**config.mk**
```make
export PLATFORM = sky130hd
export DESIGN_NAME = reg_scoreboard
export DESIGN_NICKNAME = d
export VERILOG_FILES = /design/src/rtl/reg_scoreboard.sv
export SDC_FILE = /design/constraint.sdc
export NUM_CORES = 1
export LEC_CHECK = 0
export ABC_AREA = 1
export CORE_UTILIZATION = 60
export DETAILED_ROUTE_END_ITERATION = 12
export PLACE_DENSITY = 0.78
export SLEW_MARGIN = 5
export SYNTH_ARGS = -nofsm -noshare
export SYNTH_HDL_FRONTEND = slang
export SYNTH_SLANG_ARGS = --single-unit
export TNS_END_PERCENT = 100
```
**constraint.sdc**
```tcl
create_clock -name clk -period 12.95 [get_ports clk]
set_input_delay 3.885 -clock clk [delete_from_list [all_inputs] [get_ports clk]]
set_output_delay 3.885 -clock clk [all_outputs]
set_load 0.02 [all_outputs]
```
**src/rtl/reg_scoreboard.sv**
```systemverilog
`default_nettype none
// ============================================================================
//  Module   : reg_scoreboard
//  Purpose  : Producer-side register-hazard tracker. Records in-flight
//             register writers, counts down their result latency, releases
//             them at writeback, drives the issue-stage Stall and flags
//             writebacks to registers that are not pending.
//  Revision : 1.0  initial release
// ============================================================================
module reg_scoreboard #(
   parameter int LAT_W = 3
) (
   input  logic             clk,
   input  logic             reset,
   input  logic             IssueValid,
   input  logic [4:0]       IssueRs,
   input  logic [4:0]       IssueRt,
   input  logic             IssueUsesRs,
   input  logic             IssueUsesRt,
   input  logic             IssueRegWrite,
   input  logic [4:0]       IssueWriteReg,
   input  logic [LAT_W-1:0] IssueLatency,
   input  logic             WbValid,
   input  logic [4:0]       WbReg,
   output logic             Stall,
   output logic [5:0]       PendingCount,
   output logic             WbError
);

   // Bit 0 of the pending vector and entry 0 of the counters stay zero:
   // register 0 is never tracked.
   logic [31:0]      r_pending;
   logic [LAT_W-1:0] r_count [32];

   logic [31:0]      w_pending_nxt;
   logic [LAT_W-1:0] w_count_nxt [32];
   logic [5:0]       w_pcount_nxt;
   logic             w_haz_rs;
   logic             w_haz_rt;
   logic             w_haz_waw;
   logic             w_accept;
   logic             w_issue_wr;
   logic             w_wb_valid;
   logic             w_wb_hit;
   logic             w_wb_err;

   // Hazard detection from registered state and current inputs only; a
   // source being written back this cycle is already available.
   always_comb begin
      w_haz_rs   = IssueUsesRs && (IssueRs != 5'd0) && r_pending[IssueRs]
                   && (r_count[IssueRs] != '0)
                   && !(WbValid && (WbReg == IssueRs));
      w_haz_rt   = IssueUsesRt && (IssueRt != 5'd0) && r_pending[IssueRt]
                   && (r_count[IssueRt] != '0)
                   && !(WbValid && (WbReg == IssueRt));
      w_haz_waw  = IssueRegWrite && (IssueWriteReg != 5'd0)
                   && r_pending[IssueWriteReg]
                   && !(WbValid && (WbReg == IssueWriteReg));
      Stall      = IssueValid && (w_haz_rs || w_haz_rt || w_haz_waw);
      w_accept   = IssueValid && !Stall;
      w_issue_wr = w_accept && IssueRegWrite && (IssueWriteReg != 5'd0);
      w_wb_valid = WbValid && (WbReg != 5'd0);
      w_wb_hit   = w_wb_valid && r_pending[WbReg];
      w_wb_err   = w_wb_valid && !r_pending[WbReg];
   end

   // Per-register next state: a new issue beats a same-cycle writeback,
   // otherwise writeback clears, otherwise a nonzero count decrements.
   always_comb begin
      w_pending_nxt = '0;
      for (int r = 0; r < 32; r++) begin
         w_count_nxt[r] = '0;
      end
      for (int r = 1; r < 32; r++) begin
         w_pending_nxt[r] = r_pending[r];
         w_count_nxt[r]   = r_count[r];
         if (w_issue_wr && (IssueWriteReg == 5'(r))) begin
            w_pending_nxt[r] = 1'b1;
            w_count_nxt[r]   = IssueLatency;
         end else if (w_wb_hit && (WbReg == 5'(r))) begin
            w_pending_nxt[r] = 1'b0;
            w_count_nxt[r]   = '0;
         end else if (r_pending[r] && (r_count[r] != '0)) begin
            w_count_nxt[r]   = r_count[r] - LAT_W'(1);
         end
      end
   end

   // Population count of the next pending vector, so the registered count
   // always matches the pending bits it is stored alongside.
   always_comb begin
      w_pcount_nxt = '0;
      for (int r = 1; r < 32; r++) begin
         w_pcount_nxt = w_pcount_nxt + {5'd0, w_pending_nxt[r]};
      end
   end

   // State registers; the writeback error flag is sticky until reset.
   always_ff @(posedge clk or posedge reset) begin
      if (reset) begin
         r_pending    <= '0;
         for (int r = 0; r < 32; r++) begin
            r_count[r] <= '0;
         end
         PendingCount <= '0;
         WbError      <= 1'b0;
      end else begin
         r_pending    <= w_pending_nxt;
         for (int r = 0; r < 32; r++) begin
            r_count[r] <= w_count_nxt[r];
         end
         PendingCount <= w_pcount_nxt;
         if (w_wb_err) begin
            WbError <= 1'b1;
         end
      end
   end

endmodule
`default_nettype wire

```
==> flow_summary.yaml <==
setup_path:
  crit_buf_inv: 6
  worst_ep_arrival_time_ns: 11.83
  ff2ff_path_depth: 23
  crit_required_ns: 13.32
  critPathKind: "in2reg"
  reg2reg_slack_ns: 5.55
  crit_fanout: 13
  path_common_cell: "fa_1"
  path_delay_family: "adder cells"
  endpoint_kind: "flop"
  max_stage_delay_ns: 0.91
  startpoint_type: "input pin"
  worstReg2RegStart: "r_count[33]"
  critical_path.slowest_cell: "clkdlybuf4s50_1"
  timing.rr.end: "PendingCount[4]"
die:
  core_area_mm2: 0.02203
  die_y_um: 152.7
  die_w_um: 152.7
  start_util: 0.6185
  dieArea_mm2: 0.02331
  io_pins: 38
  placementRows: 54
cells_and_area:
  fin_cells: 2338
  stdcell_area_mm2: 0.01477
  final_common_cell: "nand2_1"
  drive_gt1_frac: 0.09281
  nNetsFinal: 2167
  synthToLayoutAreaGrowth_pct: 8.413
  antennaDiodeCount: 0
  most-common-layout-cells: "722 x nand2_1, 286 x inv_1, 194 x nand4_1"
  fillCellCount: 1965
timing:
  finalCriticalPeriod_ns: 11.46
  relSlewSlack: 0.2781
  rsz0062_at_grt: "false"
  worst_pin_slew_ns: 1.073
  drv_slew: 0
  setup_viol: 0
  fmax_ghz: 0.08724
  hold_viol: 0
  fin_skew_ns: 0.01379
  timing.final.crit_share: 0.8852
  hold_ws_ns: 0.5279
  setup_tns_ns: 0
clock_network:
  cts.sinks: 131
  postCtsSetupRepairBufs: 0
  cts_root_buffer: "clkbuf_16"
  ctsResizeCount: 0
  clk_pin_slew_ns: 0.06
  ctsHoldBuffers: 0
  clk_latency_ns: 0.45
  tritoncts: "built"
  cts_made_buffers: 17
  cts.path.max_buffers: 2
  ctsHtreeMaxLevel: 4
global_route:
  grt-ovfl-total: 0
  antenna_found_initial: 0
  grt_pass1_wl_mm: 72.33
  grt_use_total: 0.3997
  grt_max_degree: 88
  grt_pass1_vias: 13260
synth:
  synthArstFlopShare: 1.000
  synth_cell_types: 46
  synthTopCellsByArea: "dfrtp_1 24%, nand2_1 20%, nand4_1 8.9%"
  synth_ff_type: "dfrtp_1"
  yosysSeqAreaShare: 0.2406
  synth_top_area_cell: "dfrtp_1"
  ys.warnings.count: 0
  synth_top_family_by_area: "simple AND/OR/NAND/NOR gates"
  synth-simple-area-share: 0.4660
  synth_area_mm2: 0.01362
  synth_edf_count: 0
  synth_compound_area_frac: 0.05410
  synth_top_area_share: 0.2406
  synth.avg_cell_area_um2: 6.714
  syn-num-nets: 2151
  synthMuxAreaShare: 0
  synth_xor_area_frac: 0.02250
  syn_inst: 2029
  ys_seq_elements: 131
  synthAdderAreaFrac: 0.09717
placed_design:
  post_dp_cell_area_mm2: 0.01415
  dp_cells: 2306
  dpl.hpwl_mm: 33.72
  port_buffers: 37
  place.gp.congestion: 1.040
routing:
  viasPerCell: 6.049
  wl_per_cell_um: 19.41
  drc_errors: 0
  ant_nets: 0
  route.vias.total: 14140
  drtIter0Drc: 1480
  drtPass1Iterations: 8
  routed_wl_mm: 45.39
job:
  cap_violations: 0
hold_path:
  holdCritStartpoint: "r_count[76]"
  worstHoldEndpoint: "r_count[76]"
  whs_path_depth: 2
  hp-class: "reg2reg"
outcome:
  status: "complete, no violations"
power:
  p_per_area_mw_per_mm2: 247.8
  vdd_drop_max_mv: 0.2760
  power_leakage_nw: 8.128
  p_total_w: 0.003659
==> kinds of logic after synthesis <==
kind of cell,Yosys count
AO/OA/AOI/OAI,117
XOR/XNOR,35
adder cells (fa/ha/maj),92
buffers and inverters,382
flip-flops,131
AND/OR/NAND/NOR,1272
==> cells in the mapped netlist, types with 2 or more instances <==
| library cell | instances |
|---|---|
| buf_4 | 18 |
| inv_4 | 2 |
| nand2_1 | 722 |
| o21ai_2 | 8 |
| nand2_2 | 9 |
| o22ai_1 | 20 |
| o2111ai_1 | 3 |
| a22oi_1 | 8 |
| fa_1 | 23 |
| nand3_1 | 79 |
| a22oi_2 | 5 |
| inv_1 | 287 |
| nor2_4 | 5 |
| a21oi_1 | 14 |
| nand4_1 | 194 |
| inv_2 | 22 |
| nor2_8 | 3 |
| nand4_4 | 30 |
| ha_1 | 69 |
| o21ai_0 | 37 |
| buf_12 | 3 |
| xor2_1 | 21 |
| nor3_1 | 5 |
| nand3b_1 | 12 |
| nor2_2 | 3 |
| buf_6 | 6 |
| clkbuf_1 | 27 |
| xnor2_1 | 14 |
| o21ai_1 | 15 |
| o211ai_1 | 2 |
| nor2_1 | 164 |
| nand3_2 | 32 |
| nand2_4 | 11 |
| clkinv_1 | 5 |
| dfrtp_1 | 131 |
| buf_2 | 10 |
==> report_power, final <==
group	internal (W)	total (W)	switching (W)	leakage, nW
registers	0.000602	0.000778	0.000176	1.62
logic	0.000936	0.00235	0.00141	6.21
clock network	0.000309	0.000530	0.000221	0.300
==> through the flow <==
step | utilization | worst slack, ns
after detailed placement | 0.6424 | 1.103
after global routing | 0.6705 | 1.107
after floorplan | - | 3.137
after global placement | 0.6424 | 1.290
after CTS | 0.6705 | 1.563
final | 0.6705 | 1.487
==> sequential cells by signal, indices dropped and copies added (netlist names) <==
| register | count |
|---|---|
| r_pending | 31 |
| WbError | 1 |
| PendingCount | 6 |
| r_count | 93 |
==> worst register-to-register path: stages, from the launching register on <==
cell	delay (ns)
dfrtp_1	0.41
nor3_1	0.55
o21ai_0	0.14
o21ai_0	0.17
nand2_1	0.07
nand3_1	0.09
nand2_2	0.08
a21oi_4	0.53
buf_4	0.44
nand4_4	0.20
nand2_1	0.14
inv_1	0.06
fa_1	0.47
fa_1	0.55
inv_1	0.06
fa_1	0.47
fa_1	0.55
inv_1	0.05
fa_1	0.56
fa_1	0.46
fa_1	0.47
fa_1	0.41
o21ai_0	0.23
xor2_1	0.17
==> final cells by class <==
type,instances,area (um^2),area share
multi-input cells,1516,8733,0.5913
flip-flops and latches,131,3278,0.2220
inverters,317,1205,0.08158
repair buffers,62,583.1,0.03948
clock buffers,18,429.2,0.02906
well taps,280,350.3,0.02372
clock inverters,14,190.2,0.01288
==> routing by layer <==
layer  global-route usage  wire length [um]
met5                    0                 0
met4               0.2059              2196
met3              0.09300              5148
met2               0.6053             19560
met1               0.5328             18480
==> how the worst max path moves through the flow <==
| stage | startpoint | endpoint | slack, ns | cells after the start |
|---|---|---|---|---|
| finish | IssueRt[1] | PendingCount[4] | 1.49 | 28 |
| global route | IssueRt[1] | PendingCount[4] | 1.11 | 28 |
| floorplan | IssueRs[0] | PendingCount[4] | 3.14 | 27 |
| CTS | IssueRt[1] | PendingCount[4] | 1.56 | 28 |
| global placement | IssueRt[1] | PendingCount[4] | 1.29 | 26 |
| detailed placement | IssueRt[1] | PendingCount[4] | 1.10 | 28 |
Power figures use the tool's default switching activity.
